File: config.mk
export PLATFORM = sky130hd
export DESIGN_NAME = bin_clause_mover_flat
export DESIGN_NICKNAME = d
export VERILOG_FILES = /design/src/rtl/bin_clause_mover_pkg.sv /design/src/rtl/bin_clause_mover_if.sv /design/src/rtl/bin_clause_mover_rd_latency_pipe.sv /design/src/rtl/bin_clause_mover.sv /design/src/flat_wrapper.sv
export SDC_FILE = /design/constraint.sdc
export NUM_CORES = 1
export LEC_CHECK = 0
export CAP_MARGIN = 20
export CELL_PAD_IN_SITES_DETAIL_PLACEMENT = 1
export CELL_PAD_IN_SITES_GLOBAL_PLACEMENT = 1
export CORE_UTILIZATION = 21
export DETAILED_ROUTE_END_ITERATION = 10
export PLACE_DENSITY = 0.73
export SETUP_SLACK_MARGIN = 0.02
export SLEW_MARGIN = 30
export SYNTH_ARGS = -nofsm -noshare
export SYNTH_HDL_FRONTEND = slang
export SYNTH_HIERARCHICAL = 1
export SYNTH_SLANG_ARGS = --single-unit
File: constraint.sdc
create_clock -name clk -period 2.7 [get_ports clk]
set_input_delay 0.54 -clock clk [delete_from_list [all_inputs] [get_ports clk]]
set_output_delay 0.54 -clock clk [all_outputs]
set_load 0.02 [all_outputs]
File: src/rtl/bin_clause_mover_pkg.sv
// Shared types and helpers for the clause-bin mover between BRAM and the clause array.
package bin_clause_mover_pkg;

  typedef enum logic {
    MODE_LOAD  = 1'b0,
    MODE_STORE = 1'b1
  } mode_e;

  typedef enum logic [2:0] {
    IDLE     = 3'd0,
    LD_ISSUE = 3'd1,
    LD_DRAIN = 3'd2,
    ST_RD    = 3'd3,
    ST_WB    = 3'd4,
    DONE     = 3'd5
  } state_e;

  // A bin never holds more rows than the clause array, so oversized requests saturate.
  function automatic int unsigned clamp_n(input int unsigned n, input int unsigned max_n);
    return (n > max_n) ? max_n : n;
  endfunction

endpackage

File: src/rtl/bin_clause_mover_if.sv
// Request, BRAM and clause-array signals of the mover; _i/_o names are from the mover's side.
interface bin_clause_mover_if
  import bin_clause_mover_pkg::*;
#(
  parameter int NUM_CLAUSES_A_BIN  = 8,
  parameter int NUM_VARS_A_BIN     = 8,
  parameter int WIDTH_BIN_ID       = 10,
  parameter int ADDR_WIDTH_CLAUSES = 9
);
  localparam int CW = 2 * NUM_VARS_A_BIN;
  localparam int NW = $clog2(NUM_CLAUSES_A_BIN) + 1;

  logic                          start_i;
  logic                          mode_i;
  logic [WIDTH_BIN_ID-1:0]       bin_id_i;
  logic [NW-1:0]                 n_clauses_i;
  logic                          busy_o;
  logic                          done_o;
  logic                          ram_en_o;
  logic                          ram_we_o;
  logic [ADDR_WIDTH_CLAUSES-1:0] ram_addr_o;
  logic [CW-1:0]                 ram_din_o;
  logic [CW-1:0]                 ram_dout_i;
  logic [NUM_CLAUSES_A_BIN-1:0]  wr_carray_o;
  logic [CW-1:0]                 clause_o;
  logic [NUM_CLAUSES_A_BIN-1:0]  rd_carray_o;
  logic [CW-1:0]                 clause_i;

  modport slave (
    input  start_i, mode_i, bin_id_i, n_clauses_i, ram_dout_i, clause_i,
    output busy_o, done_o, ram_en_o, ram_we_o, ram_addr_o, ram_din_o,
           wr_carray_o, clause_o, rd_carray_o
  );

  modport master (
    output start_i, mode_i, bin_id_i, n_clauses_i, ram_dout_i, clause_i,
    input  busy_o, done_o, ram_en_o, ram_we_o, ram_addr_o, ram_din_o,
           wr_carray_o, clause_o, rd_carray_o
  );

endinterface

File: src/rtl/bin_clause_mover_rd_latency_pipe.sv
// Shift register of {valid, row index} that mirrors the BRAM read latency,
// so each read's data is paired with its destination row when it emerges.
module rd_latency_pipe #(
  parameter int LAT   = 1,
  parameter int IDX_W = 3
) (
  input  logic             clk,
  input  logic             rst,
  input  logic             push_valid_i,
  input  logic [IDX_W-1:0] push_idx_i,
  output logic             pop_valid_o,
  output logic [IDX_W-1:0] pop_idx_o,
  output logic             inflight_o
);

  logic [LAT-1:0]   valid_q;
  logic [IDX_W-1:0] idx_q [LAT];

  always_ff @(posedge clk) begin
    if (rst) begin
      valid_q <= '0;
      for (int i = 0; i < LAT; i++) idx_q[i] <= '0;
    end else begin
      valid_q[0] <= push_valid_i;
      idx_q[0]   <= push_idx_i;
      for (int i = LAT - 1; i > 0; i--) begin
        valid_q[i] <= valid_q[i-1];
        idx_q[i]   <= idx_q[i-1];
      end
    end
  end

  assign pop_valid_o = valid_q[LAT-1];
  assign pop_idx_o   = idx_q[LAT-1];

  // Reads still travelling behind the output stage; the last stage drains this cycle.
  generate
    if (LAT > 1) begin : g_inflight
      assign inflight_o = |valid_q[LAT-2:0];
    end else begin : g_no_inflight
      assign inflight_o = 1'b0;
    end
  endgenerate

endmodule

File: src/rtl/bin_clause_mover.sv
// One-clause-per-cycle mover: LOAD copies a bin from BRAM into the clause array,
// STORE writes the clause array back to the bin in BRAM.
module bin_clause_mover
  import bin_clause_mover_pkg::*;
#(
  parameter int NUM_CLAUSES_A_BIN  = 8,
  parameter int NUM_VARS_A_BIN     = 8,
  parameter int WIDTH_BIN_ID       = 10,
  parameter int ADDR_WIDTH_CLAUSES = 9,
  parameter int RD_LATENCY         = 1
) (
  input logic                clk,
  input logic                rst,
  bin_clause_mover_if.slave  bus
);

  localparam int CNT_W  = $clog2(NUM_CLAUSES_A_BIN) + 1;
  localparam int ROW_W  = (NUM_CLAUSES_A_BIN > 1) ? $clog2(NUM_CLAUSES_A_BIN) : 1;
  localparam int PROD_W = WIDTH_BIN_ID + CNT_W;

  state_e                       state_q, state_d;
  logic [PROD_W-1:0]            base_q;
  logic [CNT_W-1:0]             n_q;
  logic [CNT_W-1:0]             cnt_q, cnt_d;
  logic [CNT_W-1:0]             n_acc;
  logic                         ld_issue, st_rd, wb_active;
  logic [CNT_W-1:0]             addr_row;
  logic [PROD_W-1:0]            addr_full;
  logic                         pop_valid, inflight;
  logic [ROW_W-1:0]             pop_idx;
  logic [NUM_CLAUSES_A_BIN-1:0] wr_strobe, rd_strobe;

  assign n_acc = CNT_W'(clamp_n(32'(bus.n_clauses_i), NUM_CLAUSES_A_BIN));

  always_ff @(posedge clk) begin
    if (rst) begin
      state_q <= IDLE;
      cnt_q   <= '0;
      base_q  <= '0;
      n_q     <= '0;
    end else begin
      state_q <= state_d;
      cnt_q   <= cnt_d;
      if (state_q == IDLE && bus.start_i) begin
        base_q <= PROD_W'(bus.bin_id_i) * PROD_W'(NUM_CLAUSES_A_BIN);
        n_q    <= n_acc;
      end
    end
  end

  always_comb begin
    state_d  = state_q;
    cnt_d    = cnt_q;
    ld_issue = 1'b0;
    st_rd    = 1'b0;
    case (state_q)
      IDLE: begin
        cnt_d = '0;
        if (bus.start_i) begin
          if (n_acc == '0)                                state_d = DONE;
          else if (mode_e'(bus.mode_i) == MODE_STORE)     state_d = ST_RD;
          else                                            state_d = LD_ISSUE;
        end
      end
      LD_ISSUE: begin
        ld_issue = 1'b1;
        cnt_d    = cnt_q + 1'b1;
        if (cnt_q == n_q - 1'b1) state_d = LD_DRAIN;
      end
      LD_DRAIN: begin
        if (!inflight) state_d = DONE;
      end
      ST_RD: begin
        st_rd = 1'b1;
        cnt_d = cnt_q + 1'b1;
        if (cnt_q == n_q - 1'b1) state_d = ST_WB;
      end
      ST_WB:   state_d = DONE;
      DONE:    state_d = IDLE;
      default: state_d = IDLE;
    endcase
  end

  // Row c is read from the array in cycle c and written back one cycle later.
  assign wb_active = (st_rd && cnt_q != '0) || (state_q == ST_WB);
  assign addr_row  = wb_active ? cnt_q - 1'b1 : cnt_q;
  assign addr_full = base_q + PROD_W'(addr_row);

  rd_latency_pipe #(
    .LAT   (RD_LATENCY),
    .IDX_W (ROW_W)
  ) u_pipe (
    .clk          (clk),
    .rst          (rst),
    .push_valid_i (ld_issue),
    .push_idx_i   (cnt_q[ROW_W-1:0]),
    .pop_valid_o  (pop_valid),
    .pop_idx_o    (pop_idx),
    .inflight_o   (inflight)
  );

  generate
    for (genvar gi = 0; gi < NUM_CLAUSES_A_BIN; gi++) begin : g_strobe
      assign rd_strobe[gi] = st_rd && (cnt_q == CNT_W'(gi));
      assign wr_strobe[gi] = pop_valid && (pop_idx == ROW_W'(gi));
    end
  endgenerate

  assign bus.busy_o      = (state_q != IDLE);
  assign bus.done_o      = (state_q == DONE);
  assign bus.ram_en_o    = ld_issue | wb_active;
  assign bus.ram_we_o    = wb_active;
  assign bus.ram_addr_o  = (ld_issue | wb_active) ? ADDR_WIDTH_CLAUSES'(addr_full) : '0;
  assign bus.ram_din_o   = wb_active ? bus.clause_i : '0;
  assign bus.wr_carray_o = wr_strobe;
  assign bus.clause_o    = pop_valid ? bus.ram_dout_i : '0;
  assign bus.rd_carray_o = rd_strobe;

endmodule

File: src/flat_wrapper.sv
// flat-port wrapper written by rule: the top's interface ports become plain ports
module bin_clause_mover_flat import bin_clause_mover_pkg::*;
#(
  parameter int NUM_CLAUSES_A_BIN  = 8,
  parameter int NUM_VARS_A_BIN     = 8,
  parameter int WIDTH_BIN_ID       = 10,
  parameter int ADDR_WIDTH_CLAUSES = 9,
  parameter int RD_LATENCY         = 1
)
  (clk, rst, bus_start_i, bus_mode_i, bus_bin_id_i, bus_n_clauses_i, bus_ram_dout_i, bus_clause_i, bus_busy_o, bus_done_o, bus_ram_en_o, bus_ram_we_o, bus_ram_addr_o, bus_ram_din_o, bus_wr_carray_o, bus_clause_o, bus_rd_carray_o);
  bin_clause_mover_if #(.NUM_CLAUSES_A_BIN(NUM_CLAUSES_A_BIN), .NUM_VARS_A_BIN(NUM_VARS_A_BIN), .WIDTH_BIN_ID(WIDTH_BIN_ID), .ADDR_WIDTH_CLAUSES(ADDR_WIDTH_CLAUSES)) bus_i ();
  input logic clk;
  input logic rst;
  input wire logic [$bits(bus_i.start_i)-1:0] bus_start_i;
  input wire logic [$bits(bus_i.mode_i)-1:0] bus_mode_i;
  input wire logic [$bits(bus_i.bin_id_i)-1:0] bus_bin_id_i;
  input wire logic [$bits(bus_i.n_clauses_i)-1:0] bus_n_clauses_i;
  input wire logic [$bits(bus_i.ram_dout_i)-1:0] bus_ram_dout_i;
  input wire logic [$bits(bus_i.clause_i)-1:0] bus_clause_i;
  output wire logic [$bits(bus_i.busy_o)-1:0] bus_busy_o;
  output wire logic [$bits(bus_i.done_o)-1:0] bus_done_o;
  output wire logic [$bits(bus_i.ram_en_o)-1:0] bus_ram_en_o;
  output wire logic [$bits(bus_i.ram_we_o)-1:0] bus_ram_we_o;
  output wire logic [$bits(bus_i.ram_addr_o)-1:0] bus_ram_addr_o;
  output wire logic [$bits(bus_i.ram_din_o)-1:0] bus_ram_din_o;
  output wire logic [$bits(bus_i.wr_carray_o)-1:0] bus_wr_carray_o;
  output wire logic [$bits(bus_i.clause_o)-1:0] bus_clause_o;
  output wire logic [$bits(bus_i.rd_carray_o)-1:0] bus_rd_carray_o;
  assign bus_i.start_i = bus_start_i;
  assign bus_i.mode_i = bus_mode_i;
  assign bus_i.bin_id_i = bus_bin_id_i;
  assign bus_i.n_clauses_i = bus_n_clauses_i;
  assign bus_i.ram_dout_i = bus_ram_dout_i;
  assign bus_i.clause_i = bus_clause_i;
  assign bus_busy_o = bus_i.busy_o;
  assign bus_done_o = bus_i.done_o;
  assign bus_ram_en_o = bus_i.ram_en_o;
  assign bus_ram_we_o = bus_i.ram_we_o;
  assign bus_ram_addr_o = bus_i.ram_addr_o;
  assign bus_ram_din_o = bus_i.ram_din_o;
  assign bus_wr_carray_o = bus_i.wr_carray_o;
  assign bus_clause_o = bus_i.clause_o;
  assign bus_rd_carray_o = bus_i.rd_carray_o;
  bin_clause_mover #(.NUM_CLAUSES_A_BIN(NUM_CLAUSES_A_BIN), .NUM_VARS_A_BIN(NUM_VARS_A_BIN), .WIDTH_BIN_ID(WIDTH_BIN_ID), .ADDR_WIDTH_CLAUSES(ADDR_WIDTH_CLAUSES), .RD_LATENCY(RD_LATENCY)) u_core (.clk(clk), .rst(rst), .bus(bus_i));
endmodule
## Yosys cells after proc, flatten, opt, wreduce, memory -nomap -nowiden

Memories as Yosys holds them, arrays and structs flattened.
Cells that the tools add are included.

- Register bits: 18
- Bits in writable memories: 3
- Input bits: 50
- Word-level logic and storage cells: 84
- Memories kept: 1

- Add/sub/neg operators: 4
- Magnitude comparators: 1
- Equality and inequality tests: 23
- Mux-type cells: 19
- Bitwise logic cells: 1
- Reduce and logical (&&, ||, !) cells: 30

Memory list:

| memory | depth | bits a word | rd ports | clocked after Yosys merged registers in | write ports | RTL line | source |
|---|---|---|---|---|---|---|---|
| u_core.u_pipe.idx_q | 1 | 3 | 1 | 0 | 1 | bin_clause_mover_rd_latency_pipe.sv:17 | `logic [IDX_W-1:0] idx_q [LAT];` |

Operators by type and width:

| cell | count |
|---|---|
| two-way mux 16 bit | 2 |
| equality test 3 bit, second input constant | 6 |
| logical AND 1 bit | 18 |
| equality test 4 x 3 -> 1 bit, second input constant | 4 |
| two-way mux 3 bit | 5 |
| equality test 3 x 2 -> 1 bit, second input constant | 4 |
| one-hot mux 3 bit (4 select lines) | 1 |
| adder 9 x 4 -> 9 bit | 1 |
| two-way mux 9 bit | 1 |
| equality test 4 x 2 -> 1 bit, second input constant | 2 |
| zero test 4 bit | 2 |
| two-way mux 4 bit | 2 |
| one-hot mux 4 bit (2 select lines) | 1 |
| subtractor 4 x 1 -> 4 bit, second input constant | 2 |
| equality test 3 x 1 -> 1 bit, second input constant | 2 |
| zero test 3 bit | 2 |
| two-way mux 1 bit | 6 |
| adder 4 x 1 -> 4 bit, second input constant | 1 |
| equality test 4 x 1 -> 1 bit, second input constant | 1 |
| equality test 4 bit | 1 |
| greater-than comparator 4 bit, second input constant | 1 |
| inequality test 2 x 1 -> 1 bit, second input constant | 2 |
| nonzero test 4 bit | 1 |
| OR reduction 2 bit | 2 |
| 8 further kinds | 8 |

## Logic depth before layout (Yosys ltp)

- Word-level depth: 7
- Gate-level depth with buffers: 11
- Mapped depth without buffers: 11

## Cells and area by module

The synthesis kept the hierarchy.

By module, submodules not included:

| module | instances | cells an instance | area an instance (µm²) | seq. area each (µm²) |
|---|---|---|---|---|
| bin_clause_mover | 1 | 207 | 1,521.5 | 340.3 |
| rd_latency_pipe | 1 | 10 | 116.4 | 80.1 |

## Worst setup path before layout

OpenSTA, ideal clock, no wires.

- Kind: register to output
- From: register u_core.cnt_q[0]
- To: output bus_ram_addr_o[7]
- Data arrival time: 2.244 ns
- Data required time: 2.160 ns
- Path slack: -0.084 ns
- Stages on the path, launching flop included: 12
- Buffers on the path: 0
- Cell sequence: dfxtp_1 -> inv_1 -> ha_1 -> nor3b_1 -> o2bb2ai_4 -> nand2_1 -> xnor2_1 -> ha_1 -> ha_1 -> nand3_1 -> xor2_1 -> nor2_1

- Word-level cells in the longest chain between the ends: 6

Ends and longest elaborated chain:

| what | RTL line | source |
|---|---|---|
| from (decl) | bin_clause_mover.sv:24 | `logic [CNT_W-1:0] cnt_q, cnt_d;` |
| from (signal assigned) | bin_clause_mover.sv:43 | `cnt_q <= cnt_d;` |
| branches (longest 5 deep; another with adder 9 x 4 -> 9 bit) | -- |  |
| two-way mux 9 bit * | bin_clause_mover.sv:113 | `assign bus.ram_addr_o = (ld_issue \| wb_active) ? ADDR_WIDTH_CLAUSES'(addr_full) : '0;` |
| to (decl) | flat_wrapper.sv:24 | `output wire logic [$bits(bus_i.ram_addr_o)-1:0] bus_ram_addr_o;` |

Every way passes the cells marked *.

## Worst setup path in the final report

- From: register u_core.cnt_q[1]
- To: output bus_ram_addr_o[5]

The elaborated chain is that of the path after synthesis.

==> flow_summary.ini <==
[status]
outcome = finished, violations left
violations = setup timing

[route]
vias = 1888
ant_nets = 0
wl_per_cell_um = 13.1
routed_wl_um = 5690
drt_iter0_markers = 55
drc = 0
viasPerCell = 4.34
drt_first_pass_iters = 4

[worst_hold_path]
hp-start = u_core/base_q[8]
worstHoldPathCells = 2
min_to = u_core/base_q[8]
hp-class = flop to flop

[cells_and_area]
layout-drive-gt1-share_pct = 17.3
final_cell_mix = 87 x clkdlybuf4s50_1, 40 x and2_1, 26 x nand2_1
syn2layout_area_growth_pct = 86.4
multi_input_area_sq_um = 1200
regArea_sq_um = 423
fillers = 880
layout_commonest_cell = clkdlybuf4s50_1
stdcell_area_sq_um = 3050
nets = 394
n_antenna_cell = 0

[sta]
fin_crit_sh_pct = 101
finClkSkew_ns = 0.0111
maxSlewViolCount = 0
max_clock_freq_mhz = 368
tightest_slew_ns = 0.535
min_period_ns = 2.72
finalSetupViolCount = 1
hold_viol = 0
tns_ns = -0.0186
slew_headroom_pct = 64.2
rsz0062_at_grt = true
finalWorstSetupSlack_ns = -0.0186

[yosys]
synth_compound_area_share_pct = 11.5
synth_xor_area_share_pct = 6.19
ys_warn_count = 6
syn_avg_cell_area_sq_um = 7.55
ys_ff_latch = 21
synthSimpleGateAreaFrac_pct = 42.3
synth_cell_types = 42
synth_adder_area_share_pct = 5.35
muxShareOfSynthArea_pct = 1.99
ys_seq_area_share_pct = 25.7
synth_top_family_by_area = simple AND/OR/NAND/NOR gates
synthCells = 217
netlist_area_sq_um = 1640
synth_fp_nets = 274

[worst_setup_path]
r2r_cells = 6
cp-startpoint = u_core/cnt_q[1]
path_delay_family = adder cells
critPathCaptureType = primary output
worst-path-buf-inv = 3
crit_fanout = 2
worst-setup-path-type = flop to primary output
arrival_ns = 2.18
r2r-start = u_core/cnt_q[2]
rrSetupSlack_ns = 1.01
required_ns = 2.16
cpMaxStageDelayCell = dfxtp_2
slowest_delay_ns = 0.36
r2r_end = u_core/state_q[1]
crit_chain = inv_2, ha_4, nor3b_4, o2bb2ai_4, nand2_2, xnor2_2, ha_2, ha_4, buf_4, xnor2_2, nor2_2, buf_6
crit_path_start_kind = flop

[global_route]
grt_antenna_before_repair = 0
first_global_vias = 1931
grt_max_degree = 24
grt_overflow_total = 0
grt_pass1_wl_um = 9110
gr-usage-all-layers_pct = 13.5

[cts]
tritoncts = done
cts_inserted_buffers = 3
clk_latency_ns = 0.26
clockBufferDepth = 2
clkSinkCount = 21
clk_pin_slew_ns = 0.08
cts-root-buf = clkbuf_8
cts_max_level = 1

[floorplan]
rows = 31
initial_core_util_pct = 22.1
die-area_sq_um = 8160
fp.dieH_um = 90.3
core_area_sq_um = 7410
dieWidth_um = 90.3
io-pin-count = 111

[power]
peakVddDrop_v = 0.000151
p_per_area_nw_per_um2 = 339
clockPowerShare_pct = 20.1
p_sw_share_pct = 34.3
p_comb_share_pct = 45.3
power_frac_seq_pct = 34.6
power_leakage_nw = 1.38
p_int_w = 0.000680
p_sw_w = 0.000355

[placement]
port_buffers = 106
place_area_sq_um = 2900
gp_congestion = 0.751
hpwl_um = 4680

[job]
drv_cap = 0
-- cell families (layout without fill, tap and decap cells) --
group	count (synthesis)	after routing
AOI/OAI and AO/OA	27	27
buffers and inverters	20	139
other	1	1
DFF	21	21
xor gates and xnor gates	10	10
muxes	3	3
adders and majority gates	7	7
and+or+nand+nor	128	128
-- worst min-delay path: stages, from the launching register on --
cell and delay (ns):
dfxtp_1 0.33, nand2_1 0.06, a21oi_1 0.05
-- synthesized netlist by cell type --
cell	number	share of area [%]
and3b_1	1	0.53
ha_1	7	5.3
nor3_2	2	1.2
nand2b_1	3	1.1
o2bb2ai_4	1	1.7
nor4_1	3	1.1
nand3b_4	1	1.2
and2_1	40	15
xnor3_1	1	1.4
buf_4	2	0.92
nor2_4	1	0.69
inv_1	8	1.8
mux2_2	1	0.69
nor2_1	26	6.0
nand3_1	4	1.2
a211o_1	1	0.53
and2b_4	1	0.61
o32ai_1	1	0.53
a22oi_1	2	0.92
nor2b_1	6	2.3
o211ai_1	1	0.46
xor2_1	4	2.1
clkbuf_1	3	0.69
conb_1	1	0.23
a21oi_1	13	4.0
nand3b_1	3	1.4
buf_6	3	2.1
nand2_1	27	6.2
mux2_1	1	0.69
a21o_1	1	0.46
o41ai_1	1	0.53
xnor2_1	5	2.7
a211oi_1	1	0.46
mux2i_1	1	0.61
buf_2	4	1.2
nor3_1	7	2.1
o21ai_0	3	0.92
o2bb2ai_1	1	0.53
nand4_1	1	0.38
dfxtp_1	21	26
a21oi_2	1	0.53
nor3b_1	2	0.92
-- power groups by stage --
| stage | Sequential [W] | Clock (W) | Combinational [W] |
|---|---|---|---|
| final | 0.000358 | 0.000208 | 0.000469 |
| after global routing | 0.000362 | 0.000230 | 0.000509 |
| after CTS | 0.000357 | 0.000212 | 0.000460 |
| after detailed placement | 0.000362 | 0 | 0.000455 |
| after global placement | 0.000360 | 0 | 0.000448 |
| after floorplan | 0.000359 | 0 | 0.000239 |
-- registers in the layout (all words and copies together), names as in the netlist --
name / flops
u_core/cnt_q: 4
u_core/base_q: 6
u_core/u_pipe/pop_valid_o: 1
u_core/n_q: 4
u_core/state_q: 3
u_core/u_pipe/idx_q: 3
-- area by class of cell --
class | count | area share (%)
Clock buffer | 4 | 1.48
Inverter | 8 | 0.984
Multi-Input combinational cell | 176 | 39.2
Sequential cell | 21 | 13.9
Tap cell | 99 | 4.06
Timing Repair Buffer | 127 | 40.5
-- per-layer routing --
layer	wire length (um)	GRT usage (%)
met5	0	0
met4	13	2.02
met3	394	3.54
met2	2890	26.5
met1	2390	14.7
-- worst max path at each step --
| stage | endpoint | slack [ns] | cells past startpoint |
|---|---|---|---|
| detailed placement | bus_ram_addr_o[5] | -0.34 | 13 |
| finish | bus_ram_addr_o[5] | -0.02 | 12 |
| global placement | bus_ram_addr_o[5] | -0.30 | 13 |
| global route | bus_ram_addr_o[7] | -0.11 | 12 |
| floorplan | bus_ram_addr_o[7] | -0.004 | 11 |
| CTS | bus_ram_addr_o[8] | -0.08 | 12 |
-- stage by stage --
stage	power [W]	setup slack, ns	cells	util, %	hold slack [ns]
6_report	0.00103	-0.0186	435	41.2	0.483
5_1_grt	0.00110	-0.114	435	41.2	0.508
4_1_cts	0.00103	-0.0758	432	40.2	0.484
3_5_place_dp	0.000818	-0.344	429	39.1	0.473
3_3_place_gp	0.000808	-0.304	429	39.1	0.455
2_1_floorplan	0.000598	-0.00353	217	-	0.441
-- repair_timing --
item                                   in CTS  in global routing
buffers inserted                            0                  3
resized for setup                          42                 20
pin swaps                                   7                  8
setup endpoints to repair                  27                 25
endpoints found under the hold margin       0                  0
hold buffers                                0                  0
Power figures use the tool's default switching activity.
